**config.mk**
```make
export PLATFORM = sky130hd
export DESIGN_NAME = bus_arbiter
export DESIGN_NICKNAME = d
export VERILOG_FILES = /design/src/rtl/bus_arbiter.sv
export SDC_FILE = /design/constraint.sdc
export NUM_CORES = 1
export LEC_CHECK = 0
export CAP_MARGIN = 20
export CORE_AREA = 2 2 111 113
export DETAILED_ROUTE_END_ITERATION = 8
export DIE_AREA = 0 0 113 115
export MAX_ROUTING_LAYER = met4
export PLACE_DENSITY = 0.8
export SKIP_LAST_GASP = 1
export SYNTH_ARGS = -nofsm -noshare
export SYNTH_HDL_FRONTEND = slang
export SYNTH_SLANG_ARGS = --single-unit
```
**constraint.sdc**
```tcl
create_clock -name clk -period 2.03 [get_ports clk]
set_input_delay 0.406 -clock clk [delete_from_list [all_inputs] [get_ports clk]]
set_output_delay 0.406 -clock clk [all_outputs]
set_load 0.01 [all_outputs]
```
**src/rtl/bus_arbiter.sv**
```systemverilog
// Two-master arbiter merging an sram-like instruction port and data port onto one
// downstream sram-like master, with data priority bounded by a starvation limit.
module bus_arbiter #(
   parameter int STARVE_LIMIT = 4
) (
   input  logic        clk,
   input  logic        resetn,
   input  logic        inst_req,
   input  logic [31:0] inst_addr,
   output logic        inst_addr_ok,
   output logic        inst_data_ok,
   output logic [31:0] inst_rdata,
   input  logic        data_req,
   input  logic        data_wr,
   input  logic [1:0]  data_size,
   input  logic [31:0] data_addr,
   input  logic [3:0]  data_wstrb,
   input  logic [31:0] data_wdata,
   output logic        data_addr_ok,
   output logic        data_data_ok,
   output logic [31:0] data_rdata,
   output logic        m_req,
   output logic        m_wr,
   output logic [1:0]  m_size,
   output logic [31:0] m_addr,
   output logic [3:0]  m_wstrb,
   output logic [31:0] m_wdata,
   input  logic        m_addr_ok,
   input  logic        m_data_ok,
   input  logic [31:0] m_rdata,
   output logic        busy
);

   localparam int CW = $clog2(STARVE_LIMIT + 1);
   localparam logic [CW-1:0] LIMIT = CW'(STARVE_LIMIT);

   typedef enum logic [1:0] {
      IDLE = 2'd0,
      ADDR = 2'd1,
      DATA = 2'd2
   } state_t;

   state_t          state_r;
   logic            ownerData_r;
   logic [CW-1:0]   starveCnt_r;

   logic            anyReq_s;
   logic            grantInst_s;
   logic            loadGrant_s;
   logic            nxtWr_s;
   logic [1:0]      nxtSize_s;
   logic [31:0]     nxtAddr_s;
   logic [3:0]      nxtWstrb_s;
   logic [31:0]     nxtWdata_s;
   logic [CW-1:0]   nxtStarve_s;

   // Arbitration decision and the field set the winner would load.
   always_comb begin
      anyReq_s    = inst_req | data_req;
      grantInst_s = inst_req & (~data_req | (starveCnt_r == LIMIT));
      loadGrant_s = anyReq_s & ((state_r == IDLE) | ((state_r == DATA) & m_data_ok));
      if (grantInst_s) begin
         nxtWr_s     = 1'b0;
         nxtSize_s   = 2'b10;
         nxtAddr_s   = inst_addr;
         nxtWstrb_s  = 4'b0000;
         nxtWdata_s  = 32'h0000_0000;
         nxtStarve_s = {CW{1'b0}};
      end else begin
         nxtWr_s    = data_wr;
         nxtSize_s  = data_size;
         nxtAddr_s  = data_addr;
         nxtWstrb_s = data_wstrb;
         nxtWdata_s = data_wdata;
         // Only a data win that overtakes a waiting inst request counts toward starvation.
         if (!inst_req) begin
            nxtStarve_s = {CW{1'b0}};
         end else if (starveCnt_r == LIMIT) begin
            nxtStarve_s = LIMIT;
         end else begin
            nxtStarve_s = starveCnt_r + CW'(1);
         end
      end
   end

   // Handshake strobes are combinational so the requester sees them in the downstream cycle.
   always_comb begin
      inst_addr_ok = (state_r == ADDR) & m_addr_ok & ~ownerData_r;
      data_addr_ok = (state_r == ADDR) & m_addr_ok & ownerData_r;
      inst_data_ok = (state_r == DATA) & m_data_ok & ~ownerData_r;
      data_data_ok = (state_r == DATA) & m_data_ok & ownerData_r;
      inst_rdata   = m_rdata;
      data_rdata   = m_rdata;
   end

   // Transaction FSM with registered downstream request fields.
   always_ff @(posedge clk or negedge resetn) begin
      if (!resetn) begin
         state_r     <= IDLE;
         ownerData_r <= 1'b0;
         starveCnt_r <= {CW{1'b0}};
         m_req       <= 1'b0;
         m_wr        <= 1'b0;
         m_size      <= 2'b00;
         m_addr      <= 32'h0000_0000;
         m_wstrb     <= 4'b0000;
         m_wdata     <= 32'h0000_0000;
         busy        <= 1'b0;
      end else if (loadGrant_s) begin
         state_r     <= ADDR;
         ownerData_r <= ~grantInst_s;
         starveCnt_r <= nxtStarve_s;
         m_req       <= 1'b1;
         m_wr        <= nxtWr_s;
         m_size      <= nxtSize_s;
         m_addr      <= nxtAddr_s;
         m_wstrb     <= nxtWstrb_s;
         m_wdata     <= nxtWdata_s;
         busy        <= 1'b1;
      end else begin
         case (state_r)
            IDLE: begin
               m_req <= 1'b0;
               busy  <= 1'b0;
            end
            ADDR: begin
               // m_data_ok is deliberately ignored until the address phase completes.
               if (m_addr_ok) begin
                  state_r <= DATA;
                  m_req   <= 1'b0;
               end
            end
            DATA: begin
               if (m_data_ok) begin
                  state_r <= IDLE;
                  busy    <= 1'b0;
               end
            end
            default: begin
               state_r <= IDLE;
               m_req   <= 1'b0;
               busy    <= 1'b0;
            end
         endcase
      end
   end

endmodule

```
# Word-level counts from Yosys, hierarchy flattened
# Cells that the tools add are included.
word_totals:
  input_bits: 141
  output_inout_bits: 141
  register_bits: 79
classes:
  add_sub_neg: 1
  n_mux: 18
  n_eq_ne: 8
  bitwise_logic: 14
  n_reduce_logical: 4
ops:
  columns: ["operator", "n"]
  rows:
  - ["32-bit two-way mux", 2]
  - ["3-bit two-way mux", 3]
  - ["1-bit bitwise AND", 8]
  - ["2-bit two-way mux", 4]
  - ["2-bit inequality test, second input constant", 3]
  - ["3-bit inequality test, second input constant", 2]
  - ["2-bit case mux with 3 select lines", 1]
  - ["1-bit two-way mux", 5]
  - ["4-bit two-way mux", 1]
  - ["1-bit case mux with 2 select lines", 2]
  - ["2-bit AND reduction", 2]
  - ["3-bit by 1-bit adder with 3-bit output, second input constant", 1]
  - ["3-bit equality test, second input constant", 1]
  - ["1-bit NOT", 3]
  - ["1-bit bitwise OR", 3]
  - ["3-bit AND reduction", 1]
  - ["2-bit by 1-bit equality test with 1-bit output, second input constant", 1]
  - ["2-bit equality test, second input constant", 1]
  - ["2-bit zero test", 1]

# Logic depth before layout (Yosys ltp)
# Gate-level depths: netlist (run 1).
logic_depth:
  word_depth: 6
  mapped_depth: 7

# Worst setup path after synthesis (run 1)
# Ideal clock, no wire load.
synth_path:
  path_type: "register -> register"
  startpoint: "register starveCnt_r[0]"
  endpoint: "register m_size[1]"
  arrival_time_ps: 1353
  required_time_ps: 1906
  n_path_buf: 1
  path_slack_ps: 553
  synth_period_minus_slack_ps: 1477
  stages_incl_launch_ff: 7
  setup_time_ps: 124
  path_cell_list: "dfrtp_1 > inv_1 > ha_1 > a21boi_1 > o2111a_1 > buf_2 > a2bb2oi_1"
synth_between:
  elab_chain_cells: 4
synth_lines:
  columns: ["element", "line_no", "rtl"]
  rows:
  - ["start: declaration", "45", "logic [CW-1:0] starveCnt_r;"]
  - ["start signal: assignment", "101", "starveCnt_r <= {CW{1'b0}};"]
  - ["start signal: assignment", "112", "starveCnt_r <= nxtStarve_s;"]
  - ["3-bit equality test", "60", "grantInst_s = inst_req & (~data_req | (starveCnt_r == LIMIT));"]
  - ["1-bit bitwise OR", "60", null]
  - ["1-bit bitwise AND", "60", null]
  - ["2-bit two-way mux", "62", "if (grantInst_s) begin"]
  - ["end signal: assignment", "115", "m_size <= nxtSize_s;"]
  - ["end: declaration", "24", "output logic [1:0] m_size,"]
# No other way between the ends.
# A chain may end at the register's enable or synchronous reset.

# Final worst setup path (run 1)
layout_path:
  startpoint: "input m_addr_ok"
  endpoint: "output inst_addr_ok"
layout_between:
  elab_chain_cells: 2
layout_lines:
  columns: ["element", "line_no", "rtl"]
  rows:
  - ["start: declaration", "28", "input logic m_addr_ok,"]
  - ["1-bit bitwise AND (2 in series)", "88", "inst_addr_ok = (state_r == ADDR) & m_addr_ok & ~ownerData_r;"]
  - ["end: declaration", "10", "output logic inst_addr_ok,"]
# No other way between the ends.

==> flow_summary.ini, run 1 <==
[timing]
finalHoldViolCount = 0
holdWs_ns = 0.0320
setup_viol = 2
worst_slack_ns = -0.0202
final_max_slew_viol_count = 0
fin_skew_ns = 0.00618
worst_slew_margin_rel_pct = 59.1
min_period_ns = 2.05
max_freq_mhz = 488
finalCritPeriodShare_pct = 101
fin_tns_setup_ns = -0.0337
worst_pin_slew_ns = 0.598
rsz0062_at_grt = yes

[synth]
synth-seq-area-share_pct = 47.5
synthDistinctLibCells = 34
synth_top_area_cell = dfrtp_1
ys_ff_latch = 79
synth_area_leaders = dfrtp_1, buf_4, a31oi_2
synth-compound-area-share_pct = 28.4
syn_inst = 386
synth_top_area_share_pct = 47.5
synth_xor_area_share_pct = 0
syn-num-nets = 529
synthAdderAreaFrac_pct = 0.602
synth.area.mux_share_pct = 0.271
avgSynthCellArea_um2 = 10.8
syn_area_um2 = 4160
synth_top_family_by_area = compound AO/OA/AOI/OAI gates
yosys.area_share.simple_pct = 6.53
yosys_warnings = 0

[pwr]
switching_share_pct = 34.3
p_comb_share_pct = 48.9
power_density_nw_per_um2 = 1410
seq_power_share_pct = 32.1
power.net_switching_mw = 2.95
p_int_mw = 5.64
ir_worst_vdd_mv = 0.611
power.share.clock_pct = 19.0
cellLeakagePower_nw = 2.44

[layout]
diodes = 0
layout_common_cells = clkdlybuf4s50_1, dfrtp_1, a22o_1, a31oi_1, o21ai_0
final_net_count = 649
post_route_cells_drive_above_1_share_pct = 15.7
fill_cells = 1083
layout_commonest_cell = clkdlybuf4s50_1
regArea_um2 = 1980
area_growth_syn_to_layout_pct = 46.2
multiInputGateArea_um2 = 1510

[route]
ant_nets = 0
drt_iter0_drc = 224
vias = 3503
drt-wirelength-per-cell_um = 19.0
wl_um = 12500
first_pass_iters = 7
drc = 17
post_drt_via_cell_ratio = 5.32

[clock_tree]
cts_tree = built
insertion_delay_ns = 0.33
clock-sinks = 79
cts_max_path_buffers = 2
numCtsBuffers = 9
hold_buffers = 0
path_clk_slew_ns = 0.06
htree_levels = 3
cts_root_buffer = clkbuf_16

[setup_path]
slowest_stage = clkdlybuf4s50_1
critPathMaxFanout = 3
start_kind = input pin
crit_path_cell_trace = clkdlybuf4s50_1 > nand2_1 > nor2_1 > clkdlybuf4s50_1
cp-startpoint = m_addr_ok
r2r_start = state_r[0]$_DFFE_PN0P_
arrival_ns = 1.64
crit_path_frequent_cell = clkdlybuf4s50_1
cpPeakStageDelay_ns = 0.53
criticalPathCategory = in2out
reg2regPathDepth = 6
worstPathRequired_ns = 1.62
end_kind = output port

[outcome]
violations = DRC, setup timing
status = finished with violations

[global_routing]
grt_max_degree = 45
grt_remaining_overflow = 0
track_usage_pct = 19.3
grt_pass1_wl_um = 18900
grt_pass1_vias = 3486
antenna_found_initial = 0

[floorplan]
num_rows = 40
design.core.area_um2 = 11800
chipHeight_um = 115
io-pin-count = 282
die_w_um = 113
start_util_pct = 35.2
dieArea_um2 = 13000

[placement]
numPortBuffers = 185
gp_congestion = 0.815
place_hpwl_um = 9580

[hold_path]
hold_class = in2async

[flow_run]
maxCapViolations = 0
-- layout make-up --
cell class,instances,share of cell area (%)
clock buffer,10,3.93
timing repair buffer,209,34.3
tap,147,3.02
clock inverter,6,1.11
sequential,79,32.5
inverter,6,0.370
multi-input combinational,201,24.8
-- synth_stat cells --
| library cell | n |
|---|---|
| a2111oi_0 | 1 |
| a21bo_1 | 1 |
| a21boi_1 | 1 |
| a21o_1 | 1 |
| a21oi_1 | 1 |
| a22o_1 | 39 |
| a2bb2oi_1 | 1 |
| a31oi_1 | 34 |
| a31oi_2 | 30 |
| a32oi_1 | 1 |
| and3_1 | 2 |
| and3_4 | 1 |
| buf_1 | 1 |
| buf_2 | 9 |
| buf_4 | 64 |
| buf_6 | 6 |
| clkbuf_1 | 20 |
| dfrtp_1 | 79 |
| ha_1 | 2 |
| inv_1 | 5 |
| inv_2 | 1 |
| mux2_2 | 1 |
| nand2_1 | 4 |
| nand2b_1 | 1 |
| nand3_1 | 32 |
| nand3_2 | 1 |
| nor2_1 | 3 |
| nor2b_1 | 4 |
| nor3b_1 | 1 |
| o2111a_1 | 1 |
| o21ai_0 | 33 |
| o21ai_1 | 2 |
| o2bb2ai_1 | 1 |
| or2_1 | 2 |
-- registers in the layout, indices dropped and copies added, names as in the netlist --
signal,count
starveCnt_r,3
m_wdata,32
m_req,1
ownerData_r,1
m_wstrb,4
state_r,2
m_size,2
m_addr,32
m_wr,1
busy,1
-- final timing paths --
path / end / slack (ns)
max: inst_addr_ok / -0.02
min: m_wdata[25]$_DFFE_PN0P_ / 0.03
max reg2reg: m_addr[13]$_DFFE_PN0P_ / 0.28
min reg2reg: m_wdata[24]$_DFFE_PN0P_ / 0.50
max in group asynchronous: m_addr[13]$_DFFE_PN0P_ / 1.39
min in group clk: m_wdata[24]$_DFFE_PN0P_ / 0.50
-- repair_timing --
| action | 4_1_cts | 5_1_grt |
|---|---|---|
| endpoints found under the setup margin | 4 | 4 |
| gates resized for setup | 2 | 4 |
| endpoints found under the hold margin | 0 | 0 |
| setup buffers | 2 | 0 |
-- worst max-delay path, delay by kind of cell --
| kind | cells | cell delay [ns] |
|---|---|---|
| buffers and inverters | 2 | 1.04 |
| AND/OR/NAND/NOR | 2 | 0.19 |
-- power groups by stage --
stage          combinational (mW)  sequential, mW  clock (mW)
2_1_floorplan                1.81            3.04           0
3_3_place_gp                 4.11            2.73           0
3_5_place_dp                 4.20            2.78           0
4_1_cts                      4.25            2.76        1.67
5_1_grt                      4.48            2.86        1.73
6_report                     4.20            2.76        1.63
-- stage by stage --
stage                     setup slack (ns)  instances  utilization [%]  power [mW]  area (um^2)
after floorplan                      0.553        386                -        4.85         4160
after detailed placement          -0.00509        640             48.6        6.99         5740
final                              -0.0202        658             51.5        8.59         6080
after global placement              0.0245        640             48.6        6.84         5740
after global routing               -0.0813        658             51.5        9.06         6080
after CTS                          -0.0343        658             51.4        8.68         6070
-- cell families after synthesis --
group           Yosys count
compound gates          147
fa+ha+maj                 2
buf+inv                 106
flops                    79
mux                       1
simple gates             51
-- layer usage --
layer  wire length, um  vias to the layer above  GRT usage (%)
met5                 0                        -              -
met4               171                        0           6.42
met3              1160                       15           5.22
met2              6580                      203           34.8
met1              4620                     1677           20.7
li1                  -                     1608              -
Power figures use the tool's default switching activity.
==> run 2, diff against run 1 <==
Settings changed: CORE_AREA 2 2 111 113 to 4 4 113 115, DIE_AREA 0 0 113 115 to 0 0 117 119.
==> run 2 against run 1 <==
- fmax up 9.5%
- register-to-register slack better by 0.14 ns
- the flow now finishes without violations
- total power down 2.2%
- via count up 0.31%
- critical path type is now reg2out
- flip-flop and latch count unchanged
- sequential power about the same
- core utilization down 0.39 points
- die area up 7.1%
- critical path depth unchanged
- non-clock buffer count down 6
==> flow_summary.ini, run 2 (same netlist as run 1, synthesis figures left out) <==
[outcome]
status = complete, no violations

[pwr]
ir_worst_vdd_mv = 0.603
power.net_switching_mw = 2.91
p_int_mw = 5.49
cellLeakagePower_nw = 2.42
switching_share_pct = 34.6
seq_power_share_pct = 32.6
p_comb_share_pct = 49.6
power.share.clock_pct = 17.8
power_density_nw_per_um2 = 1390
fin_total_pwr_mw = 8.41

[clock_tree]
htree_levels = 3
numCtsBuffers = 9
clock-sinks = 79
insertion_delay_ns = 0.33
cts_tree = built
cts_max_path_buffers = 2
cts_root_buffer = clkbuf_16
path_clk_slew_ns = 0.06

[timing]
worst_pin_slew_ns = 0.593
finalHoldViolCount = 0
fin_skew_ns = 0.00805
finalCritPeriodShare_pct = 92.3
worst_slew_margin_rel_pct = 59.4
min_period_ns = 1.87
max_freq_mhz = 534
worst_slack_ns = 0.157
final_max_slew_viol_count = 0
holdWs_ns = 0.0272
rsz0062_at_grt = no
setup_viol = 0

[setup_path]
critPathMaxFanout = 4
end_kind = output port
arrival_ns = 1.47
criticalPathCategory = reg2out
start_kind = flop
worstPathRequired_ns = 1.62

[route]
wl_um = 12500
ant_nets = 0
vias = 3514
met3_length_um = 953
top_layer = met4
drt_iter0_drc = 202
wl_met1_um = 5040
post_drt_via_cell_ratio = 5.39
first_pass_iters = 4
drt-wirelength-per-cell_um = 19.2
met2_length_um = 6320
drc = 0

[layout]
top_regs = m_addr (32), m_wdata (32), m_wstrb (4)
layout_common_cells = clkdlybuf4s50_1, dfrtp_1, a22o_1, a31oi_1, o21ai_0
diodes = 0
final_net_count = 643
layout_commonest_cell = clkdlybuf4s50_1
area_growth_syn_to_layout_pct = 45.1
post_route_cells_drive_above_1_share_pct = 14.7

[placement]
numPortBuffers = 185
gp_congestion = 0.775
place_hpwl_um = 9150
place_worst_setup_slack_ns = -0.000482

[global_routing]
grt_pass1_wl_um = 19200
grt_remaining_overflow = 0
grt_pass1_vias = 3734
grt_max_degree = 45
track_usage_pct = 17.9
antenna_found_initial = 0

[floorplan]
io-pin-count = 282
start_util_pct = 35.2
die_w_um = 117
chipHeight_um = 119
dieArea_um2 = 13900
design.core.area_um2 = 11800
num_rows = 40

[hold_path]
hold_class = in2async

[flow_run]
maxCapViolations = 0
## run 2: final timing paths
kind | from | end | slack (ns) | cells after the start
min in group clk | m_wdata[21]$_DFFE_PN0P_ | m_wdata[21]$_DFFE_PN0P_ | 0.50 | 1
setup / recovery | state_r[0]$_DFFE_PN0P_ | data_addr_ok | 0.16 | 4
hold / removal | resetn | m_wstrb[3]$_DFFE_PN0P_ | 0.03 | 1
max in group asynchronous | resetn | m_addr[18]$_DFFE_PN0P_ | 1.39 | 2
setup reg to reg | state_r[0]$_DFFE_PN0P_ | m_addr[26]$_DFFE_PN0P_ | 0.42 | 6
hold reg to reg | m_wdata[21]$_DFFE_PN0P_ | m_wdata[21]$_DFFE_PN0P_ | 0.50 | 1
## run 2: power groups by stage
stage               logic (mW)  registers (mW)  clock network [mW]
finish                    4.17            2.74                1.49
global route              4.50            2.83                1.61
CTS                       4.22            2.74                1.55
detailed placement        4.13            2.77                   0
global placement          4.03            2.74                   0
floorplan                 1.81            3.04                   0
## run 2: layout make-up
type / instances / area, um^2
clock buffers: 10 / 239
clock inverters: 6 / 43.8
well taps: 147 / 184
flip-flops and latches: 79 / 1980
fillers: 1058 / 5780
inverters: 6 / 22.5
multi-input cells: 201 / 1510
repair buffers: 203 / 2060
## run 2: layer usage
layer  global-route usage, %  up-vias
li1                        -     1596
met1                    21.0     1682
met2                    29.9      217
met3                    4.07       19
met4                    6.59        0
met5                       -        -
## run 2: worst max-delay path, cell delays in order (launching register included)
cell and delay [ns]:
dfrtp_1 0.40, buf_4 0.16, nor2b_4 0.13, and3_1 0.17, dlygate4sd2_1 0.28
## run 2: metrics by stage
step	cell area (um^2)	instances	TNS, ns	utilization [%]
4_1_cts	6030	652	0	51.0
3_3_place_gp	5720	633	0	48.4
3_5_place_dp	5720	633	-0.000482	48.4
6_report	6030	652	0	51.1
2_1_floorplan	4160	386	0	-
5_1_grt	6030	652	0	51.1
## run 2: timing repair
item | in CTS | in global routing
hold buffers | 0 | 0
setup endpoints to repair | 4 | 2
buffers inserted | 3 | 0
gates resized for setup | 6 | 2
